--- src/rtl/mem_access_wb.sv ---
// mem_access_wb: memory-access / writeback stage of the RV32I pipeline.
// Latches execute results, runs loads and stores over a req/ack data bus,
// aligns and extends load data, and drives the register-file write triple.
module mem_access_wb (
  input  logic        CLK,
  input  logic        RST,
  input  logic        STALL,
  input  logic        E_VALID,
  input  logic [6:0]  E_OPCODE,
  input  logic [2:0]  E_FUNCT3,
  input  logic [4:0]  E_REG_D,
  input  logic [31:0] E_RESULT,
  input  logic [31:0] E_STORE_V,
  output logic        MEM_REQ,
  output logic        MEM_WE,
  output logic [31:0] MEM_ADDR,
  output logic [3:0]  MEM_WSTRB,
  output logic [31:0] MEM_WDATA,
  input  logic        MEM_ACK,
  input  logic [31:0] MEM_RDATA,
  output logic        MEM_WAIT,
  output logic        M_VALID,
  output logic [4:0]  M_REG_D,
  output logic [31:0] M_REG_D_V
);

  localparam logic [6:0] OPC_LOAD   = 7'b0000011;
  localparam logic [6:0] OPC_STORE  = 7'b0100011;
  localparam logic [6:0] OPC_OP     = 7'b0110011;
  localparam logic [6:0] OPC_OP_IMM = 7'b0010011;
  localparam logic [6:0] OPC_LUI    = 7'b0110111;
  localparam logic [6:0] OPC_AUIPC  = 7'b0010111;
  localparam logic [6:0] OPC_JAL    = 7'b1101111;
  localparam logic [6:0] OPC_JALR   = 7'b1100111;

  // funct3 encodings shared by loads and stores
  localparam logic [2:0] F3_B  = 3'b000;
  localparam logic [2:0] F3_H  = 3'b001;
  localparam logic [2:0] F3_W  = 3'b010;
  localparam logic [2:0] F3_BU = 3'b100;
  localparam logic [2:0] F3_HU = 3'b101;

  typedef enum logic {IDLE, DONE} state_t;

  // Stage register
  logic        valid_q;
  logic [6:0]  opcode_q;
  logic [2:0]  funct3_q;
  logic [4:0]  rd_q;
  logic [31:0] result_q;
  logic [31:0] store_v_q;

  state_t      state_q, state_d;
  logic [31:0] rdata_q;

  logic        is_load, is_store, mem_op, writes_rd;
  logic [1:0]  byte_off;
  logic [31:0] load_data;
  logic        ack_take;

  // Stage register: captures the execute result whenever the pipeline advances.
  // NOTE: sequential state uses non-blocking assignments so every register
  // samples pre-edge values regardless of block ordering.
  always_ff @(posedge CLK) begin
    if (RST) begin
      valid_q   <= 1'b0;
      opcode_q  <= '0;
      funct3_q  <= '0;
      rd_q      <= '0;
      result_q  <= '0;
      store_v_q <= '0;
    end else if (!STALL) begin
      valid_q   <= E_VALID;
      opcode_q  <= E_OPCODE;
      funct3_q  <= E_FUNCT3;
      rd_q      <= E_REG_D;
      result_q  <= E_RESULT;
      store_v_q <= E_STORE_V;
    end
  end

  assign is_load   = (opcode_q == OPC_LOAD);
  assign is_store  = (opcode_q == OPC_STORE);
  assign mem_op    = valid_q & (is_load | is_store);
  assign byte_off  = result_q[1:0];
  assign ack_take  = MEM_REQ & MEM_ACK;

  // Access FSM state register.
  always_ff @(posedge CLK) begin
    if (RST) state_q <= IDLE;
    else     state_q <= state_d;
  end

  // Access FSM next state: a new instruction always restarts in IDLE; an
  // accepted ACK moves to DONE and parks there until the stage advances.
  // NOTE: state_d gets a default first so no path through the block leaves it
  // unassigned, which would otherwise infer a latch.
  always_comb begin
    state_d = state_q;
    if (!STALL)
      state_d = IDLE;
    else if (state_q == IDLE && ack_take)
      state_d = DONE;
  end

  // Read-data capture on the accepted ACK edge; ACK without REQ is ignored.
  always_ff @(posedge CLK) begin
    if (RST)                            rdata_q <= '0;
    else if (state_q == IDLE && ack_take) rdata_q <= MEM_RDATA;
  end

  assign MEM_REQ  = mem_op & (state_q == IDLE);
  assign MEM_WAIT = mem_op & (state_q != DONE);
  assign MEM_WE   = is_store;
  assign MEM_ADDR = {result_q[31:2], 2'b00};

  // Store lane strobes and lane-replicated write data.
  always_comb begin
    MEM_WSTRB = 4'b0000;
    MEM_WDATA = store_v_q;
    if (is_store) begin
      case (funct3_q)
        F3_B: begin
          MEM_WSTRB = 4'b0001 << byte_off;
          MEM_WDATA = {4{store_v_q[7:0]}};
        end
        F3_H: begin
          MEM_WSTRB = byte_off[1] ? 4'b1100 : 4'b0011;
          MEM_WDATA = {2{store_v_q[15:0]}};
        end
        F3_W:    MEM_WSTRB = 4'b1111;
        default: MEM_WSTRB = 4'b0000;
      endcase
    end
  end

  // Load alignment: pick the addressed byte/half, then sign- or zero-extend.
  always_comb begin
    logic [7:0]  sel_b;
    logic [15:0] sel_h;
    case (byte_off)
      2'd0:    sel_b = rdata_q[7:0];
      2'd1:    sel_b = rdata_q[15:8];
      2'd2:    sel_b = rdata_q[23:16];
      default: sel_b = rdata_q[31:24];
    endcase
    sel_h = byte_off[1] ? rdata_q[31:16] : rdata_q[15:0];
    case (funct3_q)
      F3_B:    load_data = {{24{sel_b[7]}}, sel_b};
      F3_H:    load_data = {{16{sel_h[15]}}, sel_h};
      F3_BU:   load_data = {24'd0, sel_b};
      F3_HU:   load_data = {16'd0, sel_h};
      default: load_data = rdata_q;
    endcase
  end

  // Only register-writing opcodes name a destination; the rest report x0.
  always_comb begin
    case (opcode_q)
      OPC_OP, OPC_OP_IMM, OPC_LUI, OPC_AUIPC,
      OPC_JAL, OPC_JALR, OPC_LOAD: writes_rd = 1'b1;
      default:                     writes_rd = 1'b0;
    endcase
  end

  assign M_VALID   = valid_q & (!mem_op | (state_q == DONE));
  assign M_REG_D   = writes_rd ? rd_q : 5'd0;
  assign M_REG_D_V = !M_VALID ? 32'd0 : (is_load ? load_data : result_q);

endmodule

--- config.mk ---
export PLATFORM = sky130hd
export DESIGN_NAME = mem_access_wb
export DESIGN_NICKNAME = d
export VERILOG_FILES = /design/src/rtl/mem_access_wb.sv
export SDC_FILE = /design/constraint.sdc
export NUM_CORES = 1
export LEC_CHECK = 0
export ABC_CLOCK_PERIOD_IN_PS = 2400
export CAP_MARGIN = 0
export CORE_MARGIN = 2
export CORE_UTILIZATION = 45
export CTS_BUF_LIST = sky130_fd_sc_hd__clkbuf_16
export CTS_CLUSTER_SIZE = 14
export DETAILED_ROUTE_END_ITERATION = 10
export PLACE_DENSITY_LB_ADDON = 0.3
export SYNTH_ARGS = -nofsm -noshare
export SYNTH_HDL_FRONTEND = slang
export SYNTH_SLANG_ARGS = --single-unit
--- constraint.sdc ---
create_clock -name CLK -period 2.4 [get_ports CLK]
set_input_delay 0.48 -clock CLK [delete_from_list [all_inputs] [get_ports CLK]]
set_output_delay 0.48 -clock CLK [all_outputs]
set_load 0.01 [all_outputs]
==> flow_summary_export.csv <==
group,metric,value,unit
grt,grt_max_degree,82,
synthesis,synth.avg_cell_area,9.07,sq um
routing,remaining_drc_errors,0,
synthesis,syn_inst,655,
routing,first_pass_iters,5,
sta,drv_slew,0,
sta,slew_headroom,0.598,
die,coreArea,12800,sq um
synthesis,synth-async-reset-ratio,0,
setup_path,crit_slowest_cell,"and4bb_4",
power,combPwrFrac,0.157,
die,start_util,0.465,
setup_path,worstPathCellList,"and4bb_4, buf_6, nand2_4, o21ai_4, clkinv_4, buf_8, o21ai_4, a21oi_2, buf_2",
clock_network,cts_tree,"yes",
setup_path,cp_data_arrival_time,2090,ps
sta,worst_hold_slack,485,ps
die,die_y,119,um
sta,max_freq,389,MHz
finish,n_fill_cell,906,
synthesis,ys_types,51,
power,p_sw,1.30,mW
hold_path,worstHoldPathType,"reg -> reg",
die,die_w,119,um
finish,final_nets,995,
setup_path,crit_type,"reg -> out",
sta,fin_crit,2570,ps
routing,post_drt_wl_per_cell,18.7,um
clock_network,clockRootBuffer,"clkbuf_16",
power,p_per_area,573,nW/um^2
power,p_int,4.15,mW
die,ioPinCount,225,
synthesis,synthTopCellsByArea,"dfxtp_1 38%, mux2i_1 21%, nor2_1 7.8%",
synthesis,ys_ff_latch,113,
power,p_leak,4.21,nW
setup_path,path_max_fanout,6,
synthesis,synth_common_cells,"127 x mux2i_1, 123 x nor2_1, 113 x dfxtp_1",
die,row_count,41,
grt,grt_pass1_wl,29300,um
routing,drt_wl_total,19900,um
clock_network,cts.clk_slew.worst_paths,50,ps
setup_path,critPathLaunchType,"flip-flop",
finish,n_antenna_cell,0,
sta,setup_viol_count_final,54,
power,seqPwrFrac,0.374,
job,drv_cap,0,
routing,routed_via_density,5.38,
setup_path,crit_top_cell,"o21ai_4",
synthesis,yosys.area.top_type,"dfxtp_1",
sta,fin_worst_skew,6.43,ps
sta,grt_setup_unrepaired,"true",
synthesis,synth_flop_cell,"dfxtp_1",
routing,drt_iter0_markers,360,
routing,vias,5721,
clock_network,insertion_delay,410,ps
synthesis,syn_area,5940,sq um
synthesis,yosysMostFrequentCell,"mux2i_1",
clock_network,numCtsBuffers,17,
synthesis,yosysWarnings,0,
grt,antenna_found_initial,0,
setup_path,critical_path_required,1920,ps
setup_path,crit_buf_inv,4,
die,dieArea,14100,sq um
sta,worst_pin_slew,603,ps
grt,grt_overflow,0,
setup_path,cp_top_family,"buffers and inverters",
sta,fin_ws,-169,ps
sta,fin_crit_sh,1.07,
grt,grtUsageTotal,0.261,
sta,finalHoldViolCount,0,
setup_path,max_stage_delay,390,ps
power,vdd_drop_max,0.614,mV
outcome,violations,"setup timing",
clock_network,htreeDepth,4,
clock_network,postCtsHoldBufs,0,
clock_network,clock_sinks,113,
power,clkPwrFrac,0.469,
synthesis,ys_seq_area_frac,0.381,
power,switching_share,0.239,
outcome,outcome,"complete, but fails checks",
clock_network,cts_buffer_depth,2,
synthesis,synth-edff-count,0,
placement,globalplace.congestion,0.883,
grt,grt_pass1_vias,5752,
finish,synthToLayoutAreaGrowth,60.2,%
finish,utilization,0.745,
power,finalPower,5.45,mW
setup_path,end_kind,"output pin",
synthesis,synth_top_area_frac,0.381,
finish,drive_above_1_share,0.281,
placement,hpwl,12900,um
routing,ant_nets,0,
placement,io_buffers,222,
[worst paths after layout]
check / start / end / slack (ps) / depth (start not counted)
worst max-delay path: opcode_q[4] / M_REG_D_V[2] / -170 / 9
worst min-delay path: rd_q[0] / rd_q[0] / 490 / 2
worst max register to register: opcode_q[4] / rdata_q[27] / 700 / 7
worst min register to register: rd_q[0] / rd_q[0] / 490 / 2
[sequential cells by signal, indices dropped and copies added, names as in the netlist]
name,flops
rdata_q,32
result_q,32
store_v_q,32
opcode_q,7
rd_q,5
funct3_q,3
state_q,1
valid_q,1
[worst reg2reg max path, delay by kind of cell, from the launching register on]
family                 cells  cell delay (ps)
buffers and inverters      3              430
AND/OR/NAND/NOR            3              580
flip-flops                 1              330
multiplexers               1              220
[cell families (layout without fill, tap and decap cells)]
logic type / Yosys count / count (layout) / synth area share
buffers and inverters: 93 / 328 / 0.0952
AO/OA/AOI/OAI: 100 / 100 / 0.118
other: 1 / 2 / 0.000631
flip-flops: 113 / 113 / 0.381
AND/OR/NAND/NOR: 203 / 203 / 0.157
multiplexers: 145 / 145 / 0.248
[cell type report]
class	count	area [sq um]	area share
flip-flops and latches	113	2270	0.239
well taps	172	215	0.0226
clock inverters	14	174	0.0183
multi-input cells	450	3560	0.374
clock buffers	17	425	0.0447
repair buffers	294	2860	0.300
inverters	3	16.3	0.00171
[cell usage in the layout (no fill, tap or decap), types with 4 or more instances in the layout]
| cell | n |
|---|---|
| bufinv_16 | 4 |
| a21oi_2 | 10 |
| and2_1 | 5 |
| nand3_1 | 16 |
| buf_12 | 12 |
| o21ai_4 | 5 |
| a31oi_4 | 15 |
| nor2_1 | 123 |
| mux2_2 | 8 |
| a22oi_1 | 7 |
| buf_4 | 43 |
| o21ai_0 | 5 |
| o21ai_2 | 8 |
| nor2b_1 | 5 |
| dlygate4sd2_1 | 6 |
| mux2i_1 | 127 |
| nand2_1 | 28 |
| clkdlybuf4s50_1 | 151 |
| dfxtp_2 | 7 |
| a22o_1 | 7 |
| mux2_4 | 10 |
| clkinv_2 | 4 |
| o21ai_1 | 6 |
| a21oi_1 | 19 |
| dfxtp_1 | 106 |
| o21bai_1 | 6 |
| clkbuf_16 | 20 |
| and3_1 | 7 |
| buf_6 | 36 |
| buf_2 | 36 |
[stage by stage]
step / setup TNS [ps] / instance area [sq um] / instances / worst slack (ps)
after floorplan: 0 / 5940 / 656 / 371
after global placement: -1390 / 8180 / 999 / -97.3
after detailed placement: -2150 / 8180 / 999 / -153
after CTS: -4360 / 8980 / 1057 / -157
after global routing: -9280 / 9520 / 1063 / -247
final: -5490 / 9520 / 1063 / -169
[what timing repair did]
| action | CTS | global route |
|---|---|---|
| resized for setup | 305 | 121 |
| endpoints found under the setup margin | 69 | 63 |
| cloned | 1 | 3 |
| hold endpoints to repair | 0 | 0 |
| setup buffers | 26 | 5 |
| pin swaps | 7 | 10 |
[power by group through the flow]
stage / clock network (mW) / registers [mW] / logic, mW
2_1_floorplan: 0 / 2.04 / 0.398
3_3_place_gp: 0 / 2.06 / 0.751
3_5_place_dp: 0 / 2.06 / 0.766
4_1_cts: 2.58 / 2.03 / 0.796
5_1_grt: 2.68 / 2.05 / 0.907
6_report: 2.56 / 2.04 / 0.855
[metal layers]
layer,vias up,part of all wire,GRT usage
met1,2743,0.41,0.319
met2,251,0.49,0.432
li1,2690,-,-
met4,0,0.030,0.116
met3,37,0.074,0.0685
met5,-,0,0
No activity file was read; power rests on OpenSTA's default activity.
